<file path="config.mk">
export PLATFORM = sky130hd
export DESIGN_NAME = hps_rx_slot_ctrl
export DESIGN_NICKNAME = d
export VERILOG_FILES = /design/src/rtl/hps_rx_slot_ctrl_pkg.sv /design/src/rtl/hps_rx_slot_ctrl_slot_alloc.sv /design/src/rtl/hps_rx_slot_ctrl.sv
export SDC_FILE = /design/constraint.sdc
export NUM_CORES = 1
export LEC_CHECK = 0
export CORE_UTILIZATION = 33
export CTS_CLUSTER_DIAMETER = 200
export DETAILED_ROUTE_END_ITERATION = 16
export PLACE_DENSITY = 0.77
export SKIP_LAST_GASP = 1
export SYNTH_ARGS = -nofsm -noshare
export SYNTH_HDL_FRONTEND = slang
export SYNTH_HIERARCHICAL = 1
export SYNTH_SLANG_ARGS = --single-unit
export TNS_END_PERCENT = 100
</file>
<file path="constraint.sdc">
create_clock -name clk -period 1.95 [get_ports clk]
set_input_delay 0.195 -clock clk [delete_from_list [all_inputs] [get_ports clk]]
set_output_delay 0.195 -clock clk [all_outputs]
set_load 0.03 [all_outputs]
</file>
<file path="src/rtl/hps_rx_slot_ctrl_pkg.sv">
// hps_rx_slot_pkg: shared state encoding, header codes and CSR bit positions
package hps_rx_slot_pkg;
    typedef enum logic [3:0] {
        IDLE, RX_POLL, RX_STAT, RX_RD, RX_WAIT, WAIT_SLOT,
        DATA_POLL, DATA_STAT, DATA_RD, DATA_WR,
        TX_POLL, TX_STAT, TX_WR, IRQ
    } state_t;
    typedef enum logic [1:0] {HDR_DATA = 2'b00, HDR_RELEASE = 2'b01} hdr_type_t;
    localparam logic [7:0] ACK_TAG = 8'hA5;
    localparam logic [2:0] CSR_STATUS = 3'd1;
    localparam int STAT_FULL_BIT = 0;
    localparam int STAT_EMPTY_BIT = 1;
endpackage

</file>
<file path="src/rtl/hps_rx_slot_ctrl_slot_alloc.sv">
// hps_rx_slot_ctrl_slot_alloc: slot occupancy register with lowest-free-index encoder
module hps_rx_slot_ctrl_slot_alloc #(
    parameter int SLOTS = 5
) (
    input  logic             clk,
    input  logic             reset_n,
    input  logic             set,
    input  logic [2:0]       set_idx,
    input  logic             clr,
    input  logic [2:0]       clr_idx,
    output logic [SLOTS-1:0] busy,
    output logic             free_any,
    output logic [2:0]       free_idx
);
    always_comb begin
        free_any = 1'b0;
        free_idx = '0;
        for (int i = SLOTS - 1; i >= 0; i--)
            if (!busy[i]) begin
                free_any = 1'b1;
                free_idx = 3'(i);
            end
    end

    // out-of-range release indices match no slot and are ignored
    always_ff @(posedge clk or negedge reset_n)
        if (!reset_n)
            busy <= '0;
        else
            for (int i = 0; i < SLOTS; i++)
                if (set && set_idx == 3'(i))
                    busy[i] <= 1'b1;
                else if (clr && clr_idx == 3'(i))
                    busy[i] <= 1'b0;
endmodule

</file>
<file path="src/rtl/hps_rx_slot_ctrl.sv">
// hps_rx_slot_ctrl: drains HPS FIFO packets into SRAM slots, acks them and pulses rx_irq
module hps_rx_slot_ctrl
    import hps_rx_slot_pkg::*;
#(
    parameter int SLOTS      = 5,
    parameter int SLOT_WORDS = 32
) (
    input  logic             clk,
    input  logic             reset_n,
    output logic             rxf_read,
    input  logic [31:0]      rxf_readdata,
    output logic [2:0]       rxf_csr_address,
    output logic             rxf_csr_read,
    input  logic [31:0]      rxf_csr_readdata,
    output logic             txf_write,
    output logic [31:0]      txf_writedata,
    output logic [2:0]       txf_csr_address,
    output logic             txf_csr_read,
    input  logic [31:0]      txf_csr_readdata,
    output logic [7:0]       sram_address,
    output logic             sram_write,
    output logic [31:0]      sram_writedata,
    output logic             sram_chipselect,
    output logic             sram_clken,
    output logic [3:0]       sram_byteenable,
    output logic             rx_irq,
    output logic [SLOTS-1:0] slot_busy,
    output logic [7:0]       err_count
);
    localparam logic [6:0] MAX_LEN = 7'(SLOT_WORDS);

    state_t     state;
    logic [5:0] len, cnt;
    logic [2:0] slot, free_idx;
    logic       free_any;
    logic [1:0] hdr_type;
    logic [5:0] hdr_len;
    logic       hdr_ok;

    assign hdr_type        = rxf_readdata[31:30];
    assign hdr_len         = rxf_readdata[5:0];
    assign hdr_ok          = hdr_type == HDR_DATA && hdr_len != 6'd0 && {1'b0, hdr_len} <= MAX_LEN;
    assign rxf_csr_address = CSR_STATUS;
    assign txf_csr_address = CSR_STATUS;
    assign sram_clken      = 1'b1;
    assign sram_byteenable = 4'hF;
    assign sram_chipselect = sram_write;
    // FIFO data lands the same cycle the registered write strobe is high
    assign sram_writedata  = sram_write ? rxf_readdata : '0;

    hps_rx_slot_ctrl_slot_alloc #(.SLOTS(SLOTS)) u_alloc (
        .clk      (clk),
        .reset_n  (reset_n),
        .set      (state == TX_WR),
        .set_idx  (slot),
        .clr      (state == RX_WAIT && hdr_type == HDR_RELEASE),
        .clr_idx  (rxf_readdata[2:0]),
        .busy     (slot_busy),
        .free_any (free_any),
        .free_idx (free_idx)
    );

    always_ff @(posedge clk or negedge reset_n) begin
        if (!reset_n) begin
            state         <= IDLE;
            rxf_read      <= 1'b0;
            rxf_csr_read  <= 1'b0;
            txf_write     <= 1'b0;
            txf_writedata <= '0;
            txf_csr_read  <= 1'b0;
            sram_address  <= '0;
            sram_write    <= 1'b0;
            rx_irq        <= 1'b0;
            err_count     <= '0;
            len           <= '0;
            cnt           <= '0;
            slot          <= '0;
        end else begin
            rxf_read     <= 1'b0;
            rxf_csr_read <= 1'b0;
            txf_csr_read <= 1'b0;
            txf_write    <= 1'b0;
            sram_write   <= 1'b0;
            rx_irq       <= 1'b0;
            unique case (state)
                IDLE: begin
                    state        <= RX_POLL;
                    rxf_csr_read <= 1'b1;
                end
                RX_POLL: state <= RX_STAT;
                RX_STAT: begin
                    state        <= rxf_csr_readdata[STAT_EMPTY_BIT] ? RX_POLL : RX_RD;
                    rxf_csr_read <= rxf_csr_readdata[STAT_EMPTY_BIT];
                    rxf_read     <= !rxf_csr_readdata[STAT_EMPTY_BIT];
                end
                RX_RD: state <= RX_WAIT;
                RX_WAIT: begin
                    len <= hdr_len;
                    cnt <= '0;
                    if (hdr_ok && free_any) begin
                        slot         <= free_idx;
                        state        <= DATA_POLL;
                        rxf_csr_read <= 1'b1;
                    end else if (hdr_ok) begin
                        state <= WAIT_SLOT;
                    end else begin
                        state <= IDLE;
                        if (hdr_type != HDR_RELEASE && err_count != 8'hFF)
                            err_count <= err_count + 8'd1;
                    end
                end
                WAIT_SLOT: if (free_any) begin
                    slot         <= free_idx;
                    state        <= DATA_POLL;
                    rxf_csr_read <= 1'b1;
                end
                DATA_POLL: state <= DATA_STAT;
                DATA_STAT: begin
                    state        <= rxf_csr_readdata[STAT_EMPTY_BIT] ? DATA_POLL : DATA_RD;
                    rxf_csr_read <= rxf_csr_readdata[STAT_EMPTY_BIT];
                    rxf_read     <= !rxf_csr_readdata[STAT_EMPTY_BIT];
                end
                DATA_RD: begin
                    state        <= DATA_WR;
                    sram_write   <= 1'b1;
                    sram_address <= 8'(int'(slot) * SLOT_WORDS + int'(cnt));
                    cnt          <= cnt + 6'd1;
                end
                DATA_WR: begin
                    state        <= cnt == len ? TX_POLL : DATA_POLL;
                    txf_csr_read <= cnt == len;
                    rxf_csr_read <= cnt != len;
                end
                TX_POLL: state <= TX_STAT;
                TX_STAT: begin
                    state         <= txf_csr_readdata[STAT_FULL_BIT] ? TX_POLL : TX_WR;
                    txf_csr_read  <= txf_csr_readdata[STAT_FULL_BIT];
                    txf_write     <= !txf_csr_readdata[STAT_FULL_BIT];
                    txf_writedata <= {ACK_TAG, 13'd0, slot, 2'd0, len};
                end
                TX_WR: begin
                    state  <= IRQ;
                    rx_irq <= 1'b1;
                end
                IRQ: state <= IDLE;
                default: state <= IDLE;
            endcase
        end
    end
endmodule
</file>
==> flow_summary.yaml, run 1 <==
yosys:
  synth-seq-area-share: 0.447
  synth_area_leaders: "dfrtp_1 45%, buf_4 8.1%, and2_1 6.4%"
  synth-seq-cells: 56
  ys.flop_type: "dfrtp_1"
  syn_area_sq_um: 3140
  syn_avg_cell_area_sq_um: 9.60
  synth_edf_count: 0
  synth_top_area_share: 0.447
  synthArstFlopShare: 1.00
  syn_inst: 327
  yosysWarnings: 6
  yosys.area.top_type: "dfrtp_1"
  synthDistinctLibCells: 50
detailed_routing:
  drtIter0Drc: 82
  wirelength_mm: 7.99
  ant_nets: 0
  drc_errors: 0
  via_per_inst: 4.56
  firstDrtPassIters: 4
  wl_per_cell_um: 13.7
  vias: 2653
clock_network:
  clk_pin_slew_worst_paths_ns: 0.10
  cts_made_buffers: 5
  cts_sinks: 56
  clockBufferDepth: 2
  cts_htree_levels: 2
  cts_root_buffer: "clkbuf_8"
  cts_tree: "yes"
  clock_latency_ns: 0.31
pwr:
  ir_worst_vdd_v: 0.000609
  clockPowerShare: 0.126
  power_leakage_nw: 2.17
  p_int_w: 0.00286
  combPwrFrac: 0.507
  seq_power_share: 0.367
  power.density_nw_per_um2: 1150
  switching_share: 0.441
  p_sw_w: 0.00225
  power_w: 0.00510
sta:
  setup_violations: 0
  period_needed_ns: 1.84
  max_freq_ghz: 0.544
  timing.final.ws_setup_ns: 0.113
  finalCritPeriodShare: 0.942
  tns_ns: 0
  rsz0062_at_grt: "no"
  hold_viol_final: 0
  clock-skew-final_ns: 0.00823
  drv_slew: 0
global_route:
  grt_pass1_vias: 2709
  grt_first_pass_wirelength_mm: 13.4
  antenna_found_initial: 0
  grt_max_degree: 40
  grt-ovfl-total: 0
  grt_usage: 0.170
layout:
  layout-drive-gt1-share: 0.130
  stdcell_area_sq_um: 4450
  layout_common_cells: "75 x clkdlybuf4s50_1, 56 x dfrtp_1, 49 x nand2_1, 32 x and2_1, 32 x dlygate4sd2_1"
  fin_cells: 582
  syn_to_final_growth_pct: 41.8
  fillers: 869
  diodes: 0
  final_common_cell: "clkdlybuf4s50_1"
  num-nets-final: 554
worst_setup_path:
  slowest_stage: "clkdlybuf4s50_1"
  end_kind: "primary output"
  arrival_ns: 1.64
  rrSetupSlack_ns: 0.14
  startpoint_type: "flip-flop"
  r2r_start: "cnt[0]"
  slowest_delay_ns: 0.72
  r2r_cells: 5
  crit_chain: "buf_4, clkdlybuf4s50_1"
  crit_family: "buffers and inverters"
  worstReg2RegEnd: "rxf_csr_read"
  crit_type: "reg2out"
  crit_buf_inv: 2
  cp_max_fo: 34
  cp.required_ns: 1.75
floorplan:
  num_rows: 35
  start_util: 0.340
  coreArea_sq_um: 9240
  die-area_sq_um: 9900
  die_h_um: 99.5
  io_pins: 201
  die_w_um: 99.5
placed_design:
  place_congestion: 0.803
  portBuffers: 108
  pre_cts_slack_ns: -0.284
  dpl.hpwl_mm: 6.15
  dp_cells: 573
  dpl-instance-area_sq_um: 4390
outcome:
  outcome: "completed"
worst_hold_path:
  hold_path.class: "in2async"
run:
  drv_cap: 0
logic make-up (layout without fill, tap and decap cells):
| kind of cell | Yosys count | after routing | synth area share |
|---|---|---|---|
| and+or+nand+nor | 145 | 145 | 0.257 |
| muxes | 14 | 14 | 0.0498 |
| AOI/OAI and AO/OA | 36 | 36 | 0.0758 |
| other | 2 | 30 | 0.00239 |
| adders and majority gates | 4 | 4 | 0.0159 |
| DFF | 56 | 56 | 0.447 |
| xor gates and xnor gates | 16 | 16 | 0.0447 |
| buffers and inverters | 54 | 152 | 0.108 |
how the worst max path moves through the flow:
stage,from,to,cells after the start
2_1_floorplan,state[0],u_alloc/busy[0],7
3_3_place_gp,rxf_readdata[1],slot[1],6
3_5_place_dp,rxf_readdata[1],err_count[3],8
4_1_cts,rxf_readdata[1],err_count[3],8
5_1_grt,sram_chipselect,sram_chipselect,2
6_report,sram_chipselect,sram_chipselect,2
worst reg2reg max path: cells and delay by family, from the launching register on:
family | cells | cell delay (ns)
XOR/XNOR | 1 | 0.17
AND/OR/NAND/NOR | 4 | 1.05
flip-flops | 1 | 0.46
flip-flops by register name, summed over array words and instances (netlist names), 3 cells and up:
signal and flops:
cnt 6, err_count 8, len 6, slot 3, sram_address 8, state 4, txf_writedata 10, u_alloc/busy 5
synth_stat cells (2+ instances only):
cell / instances
mux2_2: 13
nor4_1: 2
a22o_1: 2
and2_1: 32
nand2b_1: 5
nand2_1: 49
o22ai_1: 2
nor3_1: 3
and4bb_2: 2
dfrtp_1: 56
nand4_1: 11
nand3b_1: 3
ha_1: 4
xor2_1: 6
xnor2_1: 10
o21ai_0: 16
nand3_1: 5
clkbuf_1: 10
nor2_1: 13
and3_1: 4
inv_1: 8
buf_4: 34
a21oi_1: 5
nor2b_1: 4
conb_1: 2
a32o_1: 2
layout make-up:
class | instances | area, sq um | area share
multi-input combinational | 245 | 1510 | 0.339
sequential | 56 | 1400 | 0.315
timing repair buffer | 136 | 1260 | 0.283
tap | 129 | 161 | 0.0363
clock buffer | 6 | 72.6 | 0.0163
inverter | 8 | 30.0 | 0.00675
clock inverter | 2 | 13.8 | 0.00309
per-stage QoR:
| step | hold WS, ns | util |
|---|---|---|
| 6_report | 0.349 | 0.482 |
| 5_1_grt | 0.393 | 0.482 |
| 4_1_cts | 0.353 | 0.481 |
| 3_5_place_dp | 0.150 | 0.475 |
| 3_3_place_gp | 0.143 | 0.475 |
| 2_1_floorplan | -0.101 | - |
routing by layer:
| layer | up-vias | part of all wire | track usage |
|---|---|---|---|
| met3 | 7 | 0.037 | 0.0260 |
| li1 | 1291 | - | - |
| met5 | - | 0 | 0 |
| met4 | 0 | 0.0078 | 0.0452 |
| met2 | 82 | 0.52 | 0.304 |
| met1 | 1273 | 0.43 | 0.214 |
power by group through the flow:
stage / Combinational, W / Sequential, W / Clock [W]
after global routing: 0.00281 / 0.00193 / 0.000709
after detailed placement: 0.00262 / 0.00189 / 0
after CTS: 0.00259 / 0.00187 / 0.000666
final: 0.00259 / 0.00187 / 0.000642
after floorplan: 0.00129 / 0.00222 / 0
after global placement: 0.00256 / 0.00187 / 0
what timing repair did:
item | 4_1_cts | 5_1_grt
setup endpoints to repair | 32 | 11
buffers inserted | 0 | 0
gates resized for setup | 32 | 2
cloned | 0 | 0
hold buffers | 1 | 0
endpoints found under the hold margin | 17 | 0
(Power assumes the default switching activity.)
==> run 2, diff against run 1 <==
- CORE_MARGIN: unset -> 8
- PLACE_DENSITY: 0.77 -> unset
- PLACE_DENSITY_LB_ADDON: unset -> 0.15
- SETUP_SLACK_MARGIN: unset -> 0.1
==> run 2 against run 1 <==
Against the previous run:
- critical endpoint is now slot[2]
- non-clock buffer count up 1
- combinational power up 2%
- worst hold slack better by 0.034 ns
- setup slack better by 0.074 ns
- via count about the same
==> flow_summary.yaml, run 2 (synthesis gave the netlist of run 1 again) <==
outcome:
  outcome: "completed"
clock_network:
  cts_htree_levels: 2
  clk_pin_slew_worst_paths_ns: 0.10
  cts_tree: "yes"
  cts_root_buffer: "clkbuf_8"
  cts_made_buffers: 5
  clock_latency_ns: 0.31
  cts_sinks: 56
  clockBufferDepth: 2
floorplan:
  die_h_um: 114
  num_rows: 35
  io_pins: 201
  die_w_um: 114
  start_util: 0.340
  coreArea_sq_um: 9240
  die-area_sq_um: 12900
global_route:
  grt_first_pass_wirelength_mm: 14.7
  grt_max_degree: 57
  grt-ovfl-total: 0
  grt_pass1_vias: 2758
  grt_usage: 0.143
  antenna_found_initial: 0
layout:
  largest_register_ff_count: 10
  syn_to_final_growth_pct: 42.6
  layout_common_cells: "75 x clkdlybuf4s50_1, 56 x dfrtp_1, 49 x nand2_1, 32 x and2_1, 31 x dlygate4sd2_1"
  reg_top3: "txf_writedata: 10 flops, err_count: 8 flops, sram_address: 8 flops"
  utilization: 0.484
  final_common_cell: "clkdlybuf4s50_1"
  diodes: 0
  layout-drive-gt1-share: 0.139
  top_register: "txf_writedata"
  fin_cells: 583
  num-nets-final: 555
worst_setup_path:
  startpoint_type: "primary input"
  cp.required_ns: 2.16
  cp_max_fo: 4
  slowest_stage: "clkdlybuf4s50_1"
  slowest_delay_ns: 0.53
  crit_type: "in2reg"
  crit_family: "compound AO/OA/AOI/OAI gates"
  end_kind: "flip-flop"
  crit_buf_inv: 1
  crit_chain: "clkdlybuf4s50_1, nor4_2, a2111oi_2, nor2_2, o21ai_2, mux2_2"
  arrival_ns: 1.97
detailed_routing:
  vias: 2652
  drc_errors: 0
  wirelength_mm: 9.09
  wl_per_cell_um: 15.6
  drtIter0Drc: 68
  firstDrtPassIters: 4
  via_per_inst: 4.55
  ant_nets: 0
sta:
  clock-skew-final_ns: 0.00687
  finalCritPeriodShare: 0.904
  period_needed_ns: 1.76
  hold_viol_final: 0
  setup_violations: 0
  timing.final.ws_setup_ns: 0.187
  rsz0062_at_grt: "yes"
  holdWs_ns: 0.383
  slew_headroom: 0.648
  max_freq_ghz: 0.567
  drv_slew: 0
  worst_slew_pin_slew_ns: 0.525
placed_design:
  dp_cells: 573
  pre_cts_slack_ns: -0.214
  place_congestion: 0.795
  dpl.hpwl_mm: 7.08
  portBuffers: 108
pwr:
  power.density_nw_per_um2: 1150
  seq_power_share: 0.362
  p_int_w: 0.00288
  ir_worst_vdd_v: 0.000626
  p_sw_w: 0.00226
  power_w: 0.00515
  clockPowerShare: 0.127
  switching_share: 0.439
  combPwrFrac: 0.511
  power_leakage_nw: 2.17
worst_hold_path:
  hold_path.class: "in2async"
run:
  drv_cap: 0
==> run 2: repair_timing <==
| action | in CTS | in global routing |
|---|---|---|
| resized for setup | 31 | 3 |
| endpoints found under the hold margin | 56 | 0 |
| setup buffers | 0 | 1 |
| pin swaps | 0 | 1 |
| endpoints found under the setup margin | 31 | 13 |
| hold buffers | 1 | 0 |
==> run 2: metal layers <==
metal | vias to the layer above | GRT usage | wire [um]
met3 | 5 | 0.0343 | 436
met5 | - | 0 | 0
met2 | 60 | 0.245 | 4570
met1 | 1298 | 0.177 | 4020
li1 | 1289 | - | -
met4 | 0 | 0.0320 | 59
==> run 2: cell type report <==
type / instances / area (sq um)
inverters: 8 / 30.0
fillers: 899 / 4760
clock buffers: 6 / 72.6
well taps: 129 / 161
repair buffers: 137 / 1280
multi-input cells: 245 / 1510
clock inverters: 2 / 16.3
flip-flops and latches: 56 / 1400
==> run 2: power by group through the flow <==
stage	logic (W)	clock network, W	registers, W
CTS	0.00264	0.000674	0.00186
global placement	0.00263	0	0.00187
global route	0.00286	0.000720	0.00192
floorplan	0.00129	0	0.00222
finish	0.00263	0.000655	0.00186
detailed placement	0.00266	0	0.00188
==> run 2: stage by stage <==
stage               area, sq um  setup TNS [ns]
CTS                        4460               0
global route               4480               0
detailed placement         4400           -2.20
global placement           4400           -1.60
finish                     4480               0
floorplan                  3250               0
==> run 2: worst min-delay path, cell delays in order <==
cell	delay, ns
dlygate4sd3_1	0.52
buf_2	0.12
buf_12	0.26
==> run 2: path summary, 6_finish.rpt <==
| check | from | endpoint | slack, ns | depth (start not counted) |
|---|---|---|---|---|
| max | rxf_readdata[2] | slot[2] | 0.19 | 6 |
| min | reset_n | txf_writedata[24] | 0.38 | 3 |
| max reg2reg | cnt[0] | rxf_csr_read | 0.20 | 5 |
| min reg2reg | sram_address[5] | sram_address[5] | 0.49 | 2 |
| max in group asynchronous | reset_n | sram_address[5] | 1.29 | 3 |
| min in group clk | sram_address[5] | sram_address[5] | 0.49 | 2 |
